File: src/rtl/io_bus_pkg.sv
// Shared constants for the Risc16 memory-mapped I/O controller: register addresses,
// default bus width and the LED update operations.
package io_bus_pkg;

    localparam int DATA_W_DEF = 16;

    localparam logic [15:0] ADDR_SW       = 16'h0001;
    localparam logic [15:0] ADDR_BTN      = 16'h0002;
    localparam logic [15:0] ADDR_EDGE     = 16'h0003;
    localparam logic [15:0] ADDR_LED      = 16'h0004;
    localparam logic [15:0] ADDR_LED_SET  = 16'h0005;
    localparam logic [15:0] ADDR_LED_CLR  = 16'h0006;
    localparam logic [15:0] ADDR_LED_TGL  = 16'h0007;
    localparam logic [15:0] ADDR_TIMER    = 16'h0008;
    localparam logic [15:0] ADDR_IRQ_MASK = 16'h0009;

    typedef enum logic [2:0] {
        LED_NONE,
        LED_LOAD,
        LED_SET,
        LED_CLR,
        LED_TGL
    } led_op_e;

endpackage

File: src/rtl/io_debounce.sv
// Two-flop synchroniser followed by a per-bit stability counter; the debounced bit
// follows the synchronised input only after it has differed for DEB_CYCLES cycles in a row.
module io_debounce #(
    parameter int W          = 5,
    parameter int DEB_CYCLES = 1000000
) (
    input  logic         clk,
    input  logic         rst,
    input  logic [W-1:0] raw_in,
    output logic [W-1:0] deb_out,
    output logic [W-1:0] rise_out
);

    localparam int             CNT_W    = $clog2(DEB_CYCLES);
    localparam logic [CNT_W-1:0] CNT_LAST = CNT_W'(DEB_CYCLES - 1);

    logic [W-1:0]             meta_d, meta_q;
    logic [W-1:0]             sync_d, sync_q;
    logic [W-1:0]             stable_d, stable_q;
    logic [W-1:0][CNT_W-1:0]  cnt_d, cnt_q;

    // NOTE: every output of always_comb gets a default first so no latch is inferred.
    always_comb begin
        meta_d   = raw_in;
        sync_d   = meta_q;
        stable_d = stable_q;
        cnt_d    = cnt_q;
        for (int i = 0; i < W; i++) begin
            if (sync_q[i] == stable_q[i]) begin
                cnt_d[i] = '0;
            end else if (cnt_q[i] == CNT_LAST) begin
                stable_d[i] = sync_q[i];
                cnt_d[i]    = '0;
            end else begin
                cnt_d[i] = cnt_q[i] + 1'b1;
            end
        end
    end

    // NOTE: state is updated with non-blocking assignments so all flops sample together.
    always_ff @(posedge clk) begin
        if (rst) begin
            meta_q   <= '0;
            sync_q   <= '0;
            stable_q <= '0;
            cnt_q    <= '0;
        end else begin
            meta_q   <= meta_d;
            sync_q   <= sync_d;
            stable_q <= stable_d;
            cnt_q    <= cnt_d;
        end
    end

    assign deb_out  = stable_q;
    // Rise is flagged one cycle early so the edge latch sets together with the debounced bit.
    assign rise_out = stable_d & ~stable_q;

endmodule

File: src/rtl/io_bus_ctrl.sv
// Memory-mapped I/O controller between the Risc16 io_* bus and the board switches,
// buttons and LEDs, with sticky button edges, a tick timer and a maskable interrupt.
module io_bus_ctrl
    import io_bus_pkg::*;
#(
    parameter int DATA_W     = DATA_W_DEF,
    parameter int SW_W       = 16,
    parameter int BTN_W      = 5,
    parameter int LED_W      = 16,
    parameter int DEB_CYCLES = 1000000,
    parameter int TICK_DIV   = 100000
) (
    input  logic              clk,
    input  logic              rst,
    input  logic [DATA_W-1:0] io_address,
    input  logic [DATA_W-1:0] io_write_value,
    input  logic              io_write_en,
    input  logic              io_read_en,
    output logic [DATA_W-1:0] io_read_value,
    output logic              io_read_valid,
    input  logic [SW_W-1:0]   sw_in,
    input  logic [BTN_W-1:0]  btn_in,
    output logic [LED_W-1:0]  led_out,
    output logic              irq
);

    localparam int               PRE_W    = (TICK_DIV > 1) ? $clog2(TICK_DIV) : 1;
    localparam logic [PRE_W-1:0] PRE_LAST = PRE_W'(TICK_DIV - 1);

    logic [SW_W-1:0]   sw_meta_d, sw_meta_q;
    logic [SW_W-1:0]   sw_sync_d, sw_sync_q;
    logic [BTN_W-1:0]  btn_deb, btn_rise;
    logic [BTN_W-1:0]  edge_d, edge_q;
    logic [BTN_W-1:0]  mask_d, mask_q;
    logic [LED_W-1:0]  led_d, led_q;
    logic [DATA_W-1:0] timer_d, timer_q;
    logic [PRE_W-1:0]  pre_d, pre_q;
    logic [DATA_W-1:0] read_value_d, read_value_q;
    logic              read_valid_d, read_valid_q;
    logic              irq_d, irq_q;

    logic              sel_sw, sel_btn, sel_edge, sel_led, sel_timer, sel_mask;
    logic              tick;
    led_op_e           led_op;
    logic [DATA_W-1:0] rd_data;

    io_debounce #(
        .W          (BTN_W),
        .DEB_CYCLES (DEB_CYCLES)
    ) u_btn_debounce (
        .clk      (clk),
        .rst      (rst),
        .raw_in   (btn_in),
        .deb_out  (btn_deb),
        .rise_out (btn_rise)
    );

    // Full-width compares: aliases of a register address must not decode.
    assign sel_sw    = (io_address == DATA_W'(ADDR_SW));
    assign sel_btn   = (io_address == DATA_W'(ADDR_BTN));
    assign sel_edge  = (io_address == DATA_W'(ADDR_EDGE));
    assign sel_led   = (io_address == DATA_W'(ADDR_LED));
    assign sel_timer = (io_address == DATA_W'(ADDR_TIMER));
    assign sel_mask  = (io_address == DATA_W'(ADDR_IRQ_MASK));

    assign tick = (pre_q == PRE_LAST);

    always_comb begin
        led_op = LED_NONE;
        if (io_write_en) begin
            if (sel_led)                                     led_op = LED_LOAD;
            else if (io_address == DATA_W'(ADDR_LED_SET))    led_op = LED_SET;
            else if (io_address == DATA_W'(ADDR_LED_CLR))    led_op = LED_CLR;
            else if (io_address == DATA_W'(ADDR_LED_TGL))    led_op = LED_TGL;
        end
    end

    always_comb begin
        rd_data = '0;
        if (sel_sw)         rd_data = DATA_W'(sw_sync_q);
        else if (sel_btn)   rd_data = DATA_W'(btn_deb) << (DATA_W - BTN_W);
        else if (sel_edge)  rd_data = DATA_W'(edge_q);
        else if (sel_led)   rd_data = DATA_W'(led_q);
        else if (sel_timer) rd_data = timer_q;
        else if (sel_mask)  rd_data = DATA_W'(mask_q);
    end

    always_comb begin
        sw_meta_d = sw_in;
        sw_sync_d = sw_meta_q;

        unique case (led_op)
            LED_LOAD: led_d = io_write_value[LED_W-1:0];
            LED_SET:  led_d = led_q | io_write_value[LED_W-1:0];
            LED_CLR:  led_d = led_q & ~io_write_value[LED_W-1:0];
            LED_TGL:  led_d = led_q ^ io_write_value[LED_W-1:0];
            default:  led_d = led_q;
        endcase

        // A timer write overrides a coincident tick.
        if (io_write_en && sel_timer) begin
            timer_d = io_write_value;
            pre_d   = '0;
        end else if (tick) begin
            timer_d = timer_q + 1'b1;
            pre_d   = '0;
        end else begin
            timer_d = timer_q;
            pre_d   = pre_q + 1'b1;
        end

        mask_d = (io_write_en && sel_mask) ? io_write_value[BTN_W-1:0] : mask_q;

        // Clear-on-read drops old edges but keeps one arriving in the same cycle.
        edge_d = ((io_read_en && sel_edge) ? '0 : edge_q) | btn_rise;

        irq_d = |(edge_d & mask_d);

        read_valid_d = io_read_en;
        read_value_d = io_read_en ? rd_data : read_value_q;
    end

    always_ff @(posedge clk) begin
        if (rst) begin
            sw_meta_q    <= '0;
            sw_sync_q    <= '0;
            edge_q       <= '0;
            mask_q       <= '0;
            led_q        <= '0;
            timer_q      <= '0;
            pre_q        <= '0;
            read_value_q <= '0;
            read_valid_q <= 1'b0;
            irq_q        <= 1'b0;
        end else begin
            sw_meta_q    <= sw_meta_d;
            sw_sync_q    <= sw_sync_d;
            edge_q       <= edge_d;
            mask_q       <= mask_d;
            led_q        <= led_d;
            timer_q      <= timer_d;
            pre_q        <= pre_d;
            read_value_q <= read_value_d;
            read_valid_q <= read_valid_d;
            irq_q        <= irq_d;
        end
    end

    assign io_read_value = read_value_q;
    assign io_read_valid = read_valid_q;
    assign led_out       = led_q;
    assign irq           = irq_q;

endmodule
File: config.mk
export PLATFORM = sky130hd
export DESIGN_NAME = io_bus_ctrl
export DESIGN_NICKNAME = d
export VERILOG_FILES = /design/src/rtl/io_bus_pkg.sv /design/src/rtl/io_debounce.sv /design/src/rtl/io_bus_ctrl.sv
export SDC_FILE = /design/constraint.sdc
export NUM_CORES = 1
export LEC_CHECK = 0
export ABC_AREA = 0
export ABC_CLOCK_PERIOD_IN_PS = 4400
export CAP_MARGIN = 20
export CORE_MARGIN = 2
export CORE_UTILIZATION = 60
export CTS_CLUSTER_DIAMETER = 150
export CTS_CLUSTER_SIZE = 28
export DETAILED_ROUTE_END_ITERATION = 8
export HOLD_SLACK_MARGIN = 0.06
export PLACE_DENSITY = 0.83
export SYNTH_ARGS = -nofsm -noshare
export SYNTH_HDL_FRONTEND = slang
export SYNTH_SLANG_ARGS = --single-unit
File: constraint.sdc
create_clock -name clk -period 4.4 [get_ports clk]
set_input_delay 0.44 -clock clk [delete_from_list [all_inputs] [get_ports clk]]
set_output_delay 0.44 -clock clk [all_outputs]
set_load 0.005 [all_outputs]
==> results.cfg <==
[finish]
regArea_um2 = 4480
diodes = 0
syn_to_final_growth_pct = 12.8
multiInputGateArea_um2 = 5330
drive_gt1_frac = 0.0304
fin_nets = 1315
fin_util = 0.694
fillers = 1306

[grt]
grt.busiest_layer = met2
grt_pass1_vias = 7904
gr-usage-all-layers = 0.251
grt_pass1_wl_um = 37500
grt_max_degree = 69
overflow = 0
grt_use_met1 = 0.330
use_met2 = 0.417
use_met3 = 0.0443
antenna_found_initial = 0

[die]
core_area_um2 = 16600
design.die.area_um2 = 18100
die_y_um = 135
row_count = 47
ios = 91
initial_utilization = 0.615
die-width_um = 135

[setup_path]
slowest_stage = or4_1
reg2reg_slack_ns = 1.83
r2r-start = u_btn_debounce.cnt_q[66]
startpoint_type = primary input
cp_max_fo = 10
crit_family = simple AND/OR/NAND/NOR gates
crit_type = in2reg
cp-end-kind = flip-flop
critPathArrivalTime_ns = 3.12
worstReg2RegEnd = u_btn_debounce.cnt_q[62]
worstPathCellList = clkdlybuf4s50_1 > or4_1 > nor4_4 > or4b_1 > o21a_1 > mux2i_1 > a211oi_1
cp.required_ns = 4.72
crit_buf_inv = 1
reg2reg_depth = 4
slowest_delay_ns = 0.83

[sta]
maxSlewViolCount = 0
min_period_ns = 2.80
worst_pin_slew_ns = 0.862
fin_ws_ns = 1.60
setup_viol_count_final = 0
fin_tns_setup_ns = 0
relSlewSlack = 0.422
fmax_ghz = 0.357
rsz0062_at_grt = false
clock_skew_ns = 0.0157
finalHoldWorstSlack_ns = 0.448
fin_crit_sh = 0.636
final-hold-violation-count = 0

[clock_network]
insertion_delay_ns = 0.47
cts-resized-gates = 0
cts_num_sinks = 224
root_buffer = clkbuf_16
cts_max_path_buffers = 3
cts_buffers = 11
cts_tree = done
post_cts_buffers = 0
hold_buffers = 0
clkTransAtPathRegs_ns = 0.10
htreeDepth = 1

[power_and_ir_drop]
irDropWorstVdd_uv = 257
power_mw = 3.33
power_leakage_nw = 4.12
p_per_area_nw_per_um2 = 288

[min_path]
hold_depth = 1
hp-class = reg2reg
holdPathEnd = sw_sync_q[10]
hp-start = sw_meta_q[10]

[placement]
place_ws_ns = 1.11
detailed_place_hpwl_um = 16100
gp_congestion = 0.870
port_buffers = 90

[logic_synthesis]
syn_area_per_cell_um2 = 8.87
syn-num-nets = 1250
yosys.area.top_type = dfxtp_1
synth_warnings = 0
seq_area_frac_synth = 0.438
ys.flop_type = dfxtp_1
synth-edff-count = 0
synth_top_area_frac = 0.438
syn_inst = 1154
synth_most_common_cell = dfxtp_1
syn_area_um2 = 10200
ys_top_cells_by_area = dfxtp_1 (44%), nor2_1 (7.2%), xor2_1 (6.2%)
async_reset_ff_frac = 0
synth_common_cells = dfxtp_1 (224), nor2_1 (197), nand2_1 (73), xor2_1 (73), inv_1 (64)
synth-seq-cells = 224
synth.distinct_cells = 55

[drt]
drt_wl_total_um = 22500
postRouteAntennaNets = 0
wl_per_cell_um = 15.7
first_pass_iters = 5
drtIter0Drc = 540
viasPerCell = 5.70
via_count = 8195
drc_errors = 0

[status]
status = finished, final reports clean

[run]
max_cap_violations = 0
## sequential cells by signal, summed over array words and instances (netlist names)
name and flops:
irq 1, sw_sync_q 16, timer_q 16, u_btn_debounce.meta_q 5, io_read_value 16, led_out 16
u_btn_debounce.cnt_q 100, edge_q 5, mask_q 5, pre_q 17, sw_meta_q 16, io_read_valid 1
u_btn_debounce.deb_out 5, u_btn_debounce.sync_q 5
## routing by layer
layer / vias to the layer above / part of all wire
met5: - / 0
met4: 0 / 0.031
met3: 50 / 0.061
met2: 232 / 0.47
met1: 3852 / 0.44
li1: 4061 / -
## worst reg2reg max path, delay by kind of cell, from the launching register on
kind             cells  cell delay, ns
DFF                  1            0.37
and+or+nand+nor      4            2.06
## cell families (layout without fill, tap and decap cells)
group	Yosys count	after routing	share of synthesized area
AOI/OAI and AO/OA	133	133	0.0887
xor gates and xnor gates	121	121	0.104
adders and majority gates	39	39	0.0477
buffers and inverters	108	171	0.0412
DFF	224	224	0.438
muxes	28	28	0.0274
and+or+nand+nor	501	501	0.253
## cells in the final DEF, fill, tap and decap left out, types with 29 or more instances in the layout
cell / n
dfxtp_1: 224
nor2_1: 197
clkdlybuf4s50_1: 89
nand2_1: 73
xor2_1: 73
inv_1: 64
nand3_1: 51
xnor2_1: 48
nor2b_1: 48
ha_1: 39
a21oi_1: 36
a211oi_1: 29
## layout make-up
type / count / area share
inverter: 64 / 0.0208
multi-input combinational: 822 / 0.462
tap: 220 / 0.0238
clock buffer: 11 / 0.0238
timing repair buffer: 96 / 0.0817
sequential: 224 / 0.388
## per-stage QoR
step	instances	cell area (um^2)
6_report	1437	11500
5_1_grt	1437	11500
2_1_floorplan	1154	10200
4_1_cts	1437	11500
3_3_place_gp	1426	11300
3_5_place_dp	1426	11300
## report_power, final
part | leakage (nW) | switching, mW | internal, mW | total, mW
clock | 0.136 | 0.606 | 0.453 | 1.06
sequential | 1.82 | 0.0154 | 2.05 | 2.07
combinational | 2.17 | 0.101 | 0.0966 | 0.198
total | 4.12 | 0.723 | 2.60 | 3.33
## how the worst max path moves through the flow
stage | startpoint | to | cells after the start | slack [ns]
after global placement | io_address[13] | io_read_value[0] | 7 | 1.20
after CTS | io_address[12] | io_read_value[4] | 7 | 1.59
after detailed placement | io_address[12] | io_read_value[1] | 7 | 1.11
after global routing | io_address[12] | io_read_value[3] | 7 | 1.45
final | io_address[13] | io_read_value[0] | 7 | 1.60
after floorplan | io_address[13] | io_read_value[4] | 8 | 1.96
Note: power is estimated with default switching activity, not from simulation.
